<file path="src/rtl/quokka_io_pkg.sv">
// Shared types and constants for the quokka input conditioner:
// startup state encoding, default parameter values and a counter-width helper.
package quokka_io_pkg;

   typedef enum logic [1:0] {
      IDLE     = 2'd0,
      STARTING = 2'd1,
      STARTED  = 2'd2
   } startupState_t;

   localparam int DEFAULT_CHANNELS        = 4;
   localparam int DEFAULT_SYNC_STAGES     = 2;
   localparam int DEFAULT_DEBOUNCE_CYCLES = 16;
   localparam int DEFAULT_STARTUP_CYCLES  = 4;

   // Bits needed to hold every value 0..maxValue, never less than one.
   function automatic int counterWidth(input int maxValue);
      int width;
      width = 1;
      while (width < 31 && (1 << width) <= maxValue) width++;
      return width;
   endfunction

endpackage

</file>
<file path="src/rtl/quokka_debounce_channel.sv">
// One input channel: synchroniser chain, debounce filter, qualified level and
// raw edge pulses. The startup mask on the pulses is applied by the parent.
module quokka_debounce_channel
   import quokka_io_pkg::*;
#(
   parameter int   SYNC_STAGES     = DEFAULT_SYNC_STAGES,
   parameter int   DEBOUNCE_CYCLES = DEFAULT_DEBOUNCE_CYCLES,
   parameter logic RESET_BIT       = 1'b0
)(
   input  logic Clock,
   input  logic Reset,
   input  logic InternalReset,
   input  logic In,
   output logic Out,
   output logic RisePulse,
   output logic FallPulse
);

   localparam int CNT_W = counterWidth(DEBOUNCE_CYCLES);

   logic [SYNC_STAGES-1:0] syncChain;
   logic [CNT_W-1:0]       count;
   logic [CNT_W-1:0]       nextCount;
   logic                   synced;
   logic                   nextOut;

   assign synced = syncChain[SYNC_STAGES-1];

   // Shift the raw input through the synchroniser flops.
   always_ff @(posedge Clock or negedge Reset) begin
      if (!Reset) begin
         syncChain <= {SYNC_STAGES{RESET_BIT}};
      end else if (InternalReset) begin
         syncChain <= {SYNC_STAGES{RESET_BIT}};
      end else begin
         syncChain <= {syncChain[SYNC_STAGES-2:0], In};
      end
   end

   if (DEBOUNCE_CYCLES == 0) begin : g_bypass
      // No filtering: the synchronised level passes straight through.
      always_comb begin
         nextOut   = synced;
         nextCount = '0;
      end
   end else begin : g_filter
      localparam logic [CNT_W-1:0] COUNT_LAST = CNT_W'(DEBOUNCE_CYCLES - 1);
      // Accept a new level only after it has differed for DEBOUNCE_CYCLES edges.
      always_comb begin
         nextOut   = Out;
         nextCount = count + 1'b1;
         if (synced == Out) begin
            nextCount = '0;
         end else if (count == COUNT_LAST) begin
            nextOut   = synced;
            nextCount = '0;
         end
      end
   end

   // Register the qualified level, filter counter and the edge pulses,
   // so a pulse lines up with the first cycle Out shows the new level.
   always_ff @(posedge Clock or negedge Reset) begin
      if (!Reset) begin
         Out       <= RESET_BIT;
         count     <= '0;
         RisePulse <= 1'b0;
         FallPulse <= 1'b0;
      end else if (InternalReset) begin
         Out       <= RESET_BIT;
         count     <= '0;
         RisePulse <= 1'b0;
         FallPulse <= 1'b0;
      end else begin
         Out       <= nextOut;
         count     <= nextCount;
         RisePulse <= nextOut & ~Out;
         FallPulse <= ~nextOut & Out;
      end
   end

endmodule

</file>
<file path="src/rtl/quokka_input_conditioner.sv">
// Multi-channel input conditioner: per-channel sync/debounce/edge detect plus
// a timed startup sequencer that gates edge strobes until startup completes.
//
// state    | meaning
// ---------+---------------------------------------------------------
// IDLE     | in reset, nothing running
// STARTING | running, waiting out STARTUP_CYCLES; edge strobes masked
// STARTED  | startup complete, edge strobes enabled (terminal)
module quokka_input_conditioner
   import quokka_io_pkg::*;
#(
   parameter int                  CHANNELS        = DEFAULT_CHANNELS,
   parameter int                  SYNC_STAGES     = DEFAULT_SYNC_STAGES,
   parameter int                  DEBOUNCE_CYCLES = DEFAULT_DEBOUNCE_CYCLES,
   parameter logic [CHANNELS-1:0] RESET_VALUE     = {CHANNELS{1'b0}},
   parameter int                  STARTUP_CYCLES  = DEFAULT_STARTUP_CYCLES
)(
   input  logic                Clock,
   input  logic                Reset,
   input  logic                InternalReset,
   input  logic [CHANNELS-1:0] In,
   output logic [CHANNELS-1:0] Out,
   output logic [CHANNELS-1:0] Rise,
   output logic [CHANNELS-1:0] Fall,
   output logic                Running,
   output logic                Starting,
   output logic                Started
);

   localparam int                 START_W    = counterWidth(STARTUP_CYCLES - 1);
   localparam logic [START_W-1:0] START_LAST = START_W'(STARTUP_CYCLES - 1);

   startupState_t      state;
   startupState_t      nextState;
   logic [START_W-1:0] startCount;
   logic [START_W-1:0] nextCount;
   logic [CHANNELS-1:0] risePulse;
   logic [CHANNELS-1:0] fallPulse;

   for (genvar ch = 0; ch < CHANNELS; ch++) begin : g_channel
      quokka_debounce_channel #(
         .SYNC_STAGES     (SYNC_STAGES),
         .DEBOUNCE_CYCLES (DEBOUNCE_CYCLES),
         .RESET_BIT       (RESET_VALUE[ch])
      ) u_channel (
         .Clock         (Clock),
         .Reset         (Reset),
         .InternalReset (InternalReset),
         .In            (In[ch]),
         .Out           (Out[ch]),
         .RisePulse     (risePulse[ch]),
         .FallPulse     (fallPulse[ch])
      );
   end

   // Startup state and window counter register.
   always_ff @(posedge Clock or negedge Reset) begin
      if (!Reset) begin
         state      <= IDLE;
         startCount <= '0;
      end else if (InternalReset) begin
         state      <= IDLE;
         startCount <= '0;
      end else begin
         state      <= nextState;
         startCount <= nextCount;
      end
   end

   // Next-state logic; unused encodings fall back to IDLE.
   always_comb begin
      nextState = state;
      nextCount = startCount;
      case (state)
         IDLE: begin
            nextState = STARTING;
            nextCount = '0;
         end
         STARTING: begin
            if (startCount == START_LAST) begin
               nextState = STARTED;
               nextCount = '0;
            end else begin
               nextCount = startCount + 1'b1;
            end
         end
         STARTED: begin
            nextCount = '0;
         end
         default: begin
            nextState = IDLE;
            nextCount = '0;
         end
      endcase
   end

   assign Running  = (state != IDLE);
   assign Started  = (state == STARTED);
   assign Starting = Running & ~Started;

   // Edge strobes are held off until startup has finished.
   assign Rise = risePulse & {CHANNELS{Started}};
   assign Fall = fallPulse & {CHANNELS{Started}};

endmodule

</file>
<file path="config.mk">
export PLATFORM = sky130hd
export DESIGN_NAME = quokka_input_conditioner
export DESIGN_NICKNAME = d
export VERILOG_FILES = /design/src/rtl/quokka_io_pkg.sv /design/src/rtl/quokka_debounce_channel.sv /design/src/rtl/quokka_input_conditioner.sv
export SDC_FILE = /design/constraint.sdc
export NUM_CORES = 1
export LEC_CHECK = 0
export ABC_AREA = 1
export BUFFER_PORTS_ARGS = -buffer_cell sky130_fd_sc_hd__buf_2
export CAP_MARGIN = 5
export CORE_ASPECT_RATIO = 0.8
export CORE_MARGIN = 10
export CORE_UTILIZATION = 55
export DETAILED_ROUTE_END_ITERATION = 7
export GPL_TIMING_DRIVEN = 0
export HOLD_SLACK_MARGIN = 0.03
export PLACE_DENSITY = 0.76
export SYNTH_ARGS = -nofsm -noshare
export SYNTH_HDL_FRONTEND = slang
export SYNTH_SLANG_ARGS = --single-unit
</file>
<file path="constraint.sdc">
create_clock -name Clock -period 2.99 [get_ports Clock]
set_clock_uncertainty 0.15 [all_clocks]
set_input_delay 0.4485 -clock Clock [delete_from_list [all_inputs] [get_ports Clock]]
set_output_delay 0.4485 -clock Clock [all_outputs]
set_load 0.02 [all_outputs]
</file>
==> metrics, run 1 <==
# DRC=0; Setup TNS=0 ns; Core ar.=3450 um2; starting density of the core=57.6%; CTS Buffer Depth=2; HPWL after detailed placement=2.60 mm; # Max-Cap Violations=0; Layout Nets=277; Synthesized Nets=249; first-pass GRT wire length=6.35 mm; first drt pass iteration count=4; CP Class=reg -> out; share of the synthesized area in the top cell type=55.5%; slowest stage delay, CP=0.44 ns; die width=87.2 um; Final Cycle Share=65.1%; WP data required=2.39 ns; number of nets with antenna violations after routing=0; pre-CTS setup slack=1.38 ns; Synth cell types=20; CP max FO=10; reg-to-reg critical path endpoint=g_channel[3].u_channel.count[0]; #FFs+latches synth=44; gr usage total=12.2%; number of fill cells=298; Final min period=1.95 ns; RePlAce Congestion=0.774; status=completed; area leader, netlist=dfrtp_1; First DRT Iteration DRCs=113; detail-routed via count per cell=4.92; FF-to-FF path depth=6; Finish-stage setup viols=0; worst skew pair latency=0.30 ns; GRT overflow=0; Seq/Total Area, Yosys=55.5%; Worst R2R Start=g_channel[3].u_channel.count[0]; CP Launch Type=flop; antenna violations before repair=0; CTS buffer count=5; Clock Sinks=44; CTS Root Cell=clkbuf_8; Reg clk slew, reported paths=0.08 ns; CP endpoint kind=output port; critical path arrival=1.35 ns; crit path max-delay cell type=dfrtp_1; Syn Area/Cell=8.37 um2; fmax=514 MHz; max-slew violation count=0; post-CTS sizing=0; Die Y=73.7 um; die area=6430 um2; I/O Buffers=21; area grow syn2layout=11.9%; RSZ-0062 raised after global routing=false; via count=1511; warnings from Yosys=0; synth top area cells=dfrtp_1, inv_1, nor2_1; Setup Buffers After CTS=0; row count=19; hold crit path type=in -> async; Ant. Diodes=0; cells along the critical path=inv_1 > nand2_2 > nor2_1 > buf_2; Bufs and invs on worst path=2; io pins=22; total wire length=3.58 mm; CTS tree=done; PD cells=463 nW/um2; Post-Syn Instances=237; vias in the first global route=1511; worst slew pin tran=0.944 ns; flop2flop setup slack=1.63 ns; Post-CTS Hold Fix Bufs=0; VDD IR max=365 uV; leakage power=1.18 nW; Fin. Hold Viols=0; Setup WS post-layout=1.04 ns; largest net degree at the start of global routing=45; Mapped Area=1980 um2; relative slew slack=37.1%; share of layout cells above drive strength 1=15.8%; delay-heaviest family, CP=flip-flops; WL/cell=11.6 um; H-tree levels=2
==> how the worst max path moves through the flow <==
stage,startpoint,endpoint,slack [ns],cells past startpoint
floorplan,state[0],Fall[0],1.49,3
global placement,state[0],Fall[2],1.39,4
detailed placement,state[0],Fall[2],1.38,4
CTS,state[0],Fall[2],1.04,4
global route,state[0],Fall[2],0.96,4
finish,state[0],Fall[2],1.04,4
==> registers in the layout, summed over array words and instances, names as in the netlist <==
signal                         flops
startCount                         2
g_channel.u_channel.count         20
g_channel.u_channel.syncChain      8
g_channel.u_channel.FallPulse      4
g_channel.u_channel.RisePulse      4
g_channel.u_channel.Out            4
state                              2
==> layout make-up <==
type                    count  area (um2)  share of cell area [%]
plain buffers               7        50.0                    2.25
clock buffers               6        72.6                    3.27
clock inverters             1        5.00                   0.225
inverters                  54         203                    9.13
multi-input cells         132         631                    28.4
flip-flops and latches     44        1100                    49.6
well taps                  42        52.6                    2.37
repair buffers             21         105                    4.74
==> cells in the mapped netlist (all sizes together) <==
library cell and instances:
a21oi 1, nand2 34, inv 54, nand3 21
dfrtp 44, nand4 5, buf 6, nor2 56
ha 5, o22ai 1, nor3 9, clkbuf 1
==> where the power goes <==
| part | total (mW) | switching, mW | internal [mW] |
|---|---|---|---|
| clock | 0.354 | 0.195 | 0.159 |
| sequential | 0.614 | 0.00888 | 0.605 |
| combinational | 0.0604 | 0.0412 | 0.0191 |
| total | 1.03 | 0.245 | 0.784 |
==> per-stage QoR <==
stage | total power, mW | std cells | hold slack (ns) | area [um2] | util [%]
floorplan | 0.660 | 237 | 0.00291 | 1980 | -
global placement | 0.687 | 300 | 0.288 | 2140 | 62.1
detailed placement | 0.688 | 300 | 0.297 | 2140 | 62.1
CTS | 1.04 | 307 | 0.188 | 2220 | 64.4
global route | 1.07 | 307 | 0.181 | 2220 | 64.4
finish | 1.03 | 307 | 0.138 | 2220 | 64.4
==> cell families after synthesis <==
kind of cell / share of synthesized area, %
AOI/OAI and AO/OA: 0.567
and+or+nand+nor: 28.1
adders and majority gates: 3.15
buffers and inverters: 12.7
DFF: 55.5
==> metal layers <==
metal  track usage, %  wire length (um)  vias to the layer above
li1                 -                 -                      762
met1             14.7              1650                      707
met2             19.5              1660                       34
met3             4.42               227                        8
met4             5.12                46                        0
met5                0                 0                        -
==> worst reg2reg max path, stage by stage (launching register included) <==
cell and delay (ns):
dfrtp_1 0.40, ha_1 0.22, nand3_1 0.10, nor2_1 0.19, inv_1 0.06, nand2_1 0.09, nor2_1 0.05
==> cell usage in the layout, fill, tap and decap left out, drive strengths merged <==
| cell | Yosys | final |
|---|---|---|
| nand4 | 5 | 5 |
| clkbuf | 1 | 7 |
| o22ai | 1 | 1 |
| nand3 | 21 | 21 |
| ha | 5 | 5 |
| inv | 54 | 54 |
| nor3 | 9 | 9 |
| dfrtp | 44 | 44 |
| buf | 6 | 27 |
| clkinv | 0 | 1 |
| nand2 | 34 | 34 |
| a21oi | 1 | 1 |
| nor2 | 56 | 56 |
Power figures use the tool's default switching activity.
==> run 2: changes to the inputs <==
--- a/config.mk
+++ b/config.mk
@@ -10,11 +10,11 @@
 export CAP_MARGIN = 5
 export CORE_ASPECT_RATIO = 0.8
 export CORE_MARGIN = 10
-export CORE_UTILIZATION = 55
+export CORE_UTILIZATION = 51
 export DETAILED_ROUTE_END_ITERATION = 7
 export GPL_TIMING_DRIVEN = 0
 export HOLD_SLACK_MARGIN = 0.03
-export PLACE_DENSITY = 0.76
+export PLACE_DENSITY = 0.74
 export SYNTH_ARGS = -nofsm -noshare
 export SYNTH_HDL_FRONTEND = slang
 export SYNTH_SLANG_ARGS = --single-unit
==> constraint.sdc (replaced) <==
create_clock -name Clock -period 1.6 [get_ports Clock]
set_clock_uncertainty 0.15 [all_clocks]
set_input_delay 0.24 -clock Clock [delete_from_list [all_inputs] [get_ports Clock]]
set_output_delay 0.24 -clock Clock [all_outputs]
set_load 0.02 [all_outputs]
==> metrics, run 2 (same netlist as run 1, synthesis figures left out) <==
relative slew slack=37.3% (was 37.1%); CTS Buffer Depth=2 (unchanged); status=completed (unchanged); CP max FO=10 (unchanged); die area=6800 um2 (was 6430 um2); max-slew violation count=0 (unchanged); CP endpoint kind=output port (unchanged); share of layout cells above drive strength 1=16.8% (was 15.8%); first-pass GRT wire length=6.07 mm (was 6.35 mm); number of nets with antenna violations after routing=0 (unchanged); Core ar.=3780 um2 (was 3450 um2); Layout Nets=284 (was 277); die width=89.7 um (was 87.2 um); WP data required=1.21 ns (was 2.39 ns); first drt pass iteration count=4 (unchanged); Clock Sinks=44 (unchanged); Final min period=1.53 ns; hold crit path type=reg -> reg (was in -> async); critical path arrival=1.14 ns (was 1.35 ns); PD cells=905 nW/um2 (was 463 nW/um2); cells along the critical path=inv_2 > nand2_4 > nor2_1 > buf_2 (was inv_1 > nand2_2 > nor2_1 > buf_2); CTS buffer count=5 (unchanged); # DRC=0 (unchanged); row count=20 (was 19); largest registers=g_channel.u_channel.count (20), g_channel.u_channel.syncChain (8) (unchanged); I/O Buffers=21 (unchanged); post-route insts no fill=328 (was 307); # Max-Cap Violations=0 (unchanged); Fin. Hold Viols=0 (unchanged); Reg clk slew, reported paths=0.08 ns (about the same); antenna violations before repair=0 (unchanged); slowest stage delay, CP=0.39 ns (was 0.44 ns); crit path max-delay cell type=dfrtp_1 (unchanged); GRT overflow=0 (unchanged); most frequent cells in the layout=nor2_1, inv_1, dfrtp_1 (was inv_1, nor2_1, dfrtp_1); leakage power=1.23 nW (was 1.18 nW); commonest non-fill, non-tap cell in the layout=nor2_1; CTS Root Cell=clkbuf_8 (unchanged); Worst Hold Depth=1; max FFs per register=20 (unchanged); worst skew pair latency=0.30 ns (about the same); Finish-stage setup viols=0 (unchanged); CP Launch Type=flop (unchanged); fmax=654 MHz; detail-routed via count per cell=4.50 (was 4.92); Ant. Diodes=0 (unchanged); io pins=22 (unchanged); CTS tree=done (unchanged); CP Class=reg -> out (unchanged); starting density of the core=52.5% (was 57.6%); total wire length=3.40 mm (was 3.58 mm); WL/cell=10.4 um (was 11.6 um); Top reg by flops=g_channel.u_channel.count (unchanged); FF-to-FF path depth=6 (unchanged); worst slew pin tran=0.941 ns (was 0.944 ns); RSZ-0062 raised after global routing=false (unchanged); largest net degree at the start of global routing=45 (unchanged); area grow syn2layout=18.4% (was 11.9%); via count=1476 (was 1511); HPWL after detailed placement=2.36 mm (was 2.60 mm); gr usage total=11.0% (was 12.2%); H-tree levels=2 (unchanged); RePlAce Congestion=0.787 (was 0.774); vias in the first global route=1409 (was 1511); First DRT Iteration DRCs=53 (was 113); Final Cycle Share=95.6%; Setup TNS=0 ns (unchanged); dpl cells=313 (was 300); flop2flop setup slack=0.29 ns (was 1.63 ns); Die Y=75.8 um (was 73.7 um); VDD IR max=745 uV (was 365 uV)
==> run 2: timing repair <==
item                                   in CTS  in global routing
gates cloned                                0                  0
setup endpoints to repair                   9                  3
endpoints found under the hold margin      50                  0
gates resized for setup                     2                  3
buffers inserted                            1                  0
hold buffers                                6                  0
==> run 2: worst paths after layout <==
check,startpoint,to
worst max-delay path,state[0],Fall[0]
max in group asynchronous,Reset,g_channel[1].u_channel.count[3]
worst max register to register,g_channel[3].u_channel.count[0],g_channel[3].u_channel.count[0]
worst min-delay path,startCount[0],startCount[0]
min in group asynchronous,Reset,g_channel[0].u_channel.count[0]
worst min register to register,startCount[0],startCount[0]
==> run 2: routing by layer <==
metal  track usage [%]  share of wire, %
met1              12.1                47
met2              19.0                46
met3              3.74               5.1
met4              5.37               1.8
met5                 0                 0
==> run 2: stage by stage <==
step / utilization, % / setup WS, ns / cell area, um2 / hold slack (ns) / total power, mW
after floorplan: - / 0.309 / 1980 / -0.206 / 1.23
after global placement: 57.1 / 0.256 / 2160 / 0.289 / 1.28
after detailed placement: 57.1 / 0.237 / 2160 / 0.290 / 1.29
after CTS: 62.0 / 0.0471 / 2340 / 0.302 / 2.15
after global routing: 62.2 / 0.00327 / 2350 / 0.333 / 2.22
final: 62.2 / 0.0700 / 2350 / 0.298 / 2.13
==> run 2: cell type report <==
| type | instances | area (um2) |
|---|---|---|
| Sequential cell | 44 | 1100 |
| Clock inverter | 3 | 42.5 |
| Clock buffer | 5 | 68.8 |
| Timing Repair Buffer | 28 | 180 |
| Inverter | 54 | 203 |
| Fill cell | 337 | 1430 |
| Tap cell | 55 | 68.8 |
| Buffer | 7 | 50.0 |
| Multi-Input combinational cell | 132 | 636 |
==> run 2: report_power, final <==
group | internal, mW | total, mW | switching (mW)
logic | 0.0511 | 0.136 | 0.0848
registers | 1.13 | 1.14 | 0.0126
clock network | 0.462 | 0.847 | 0.385
==> run 2: worst max-delay path: cells and delay by family (launching register included) <==
kind	cells	cell delay, ns
simple gates	2	0.20
flops	1	0.39
buf+inv	2	0.25
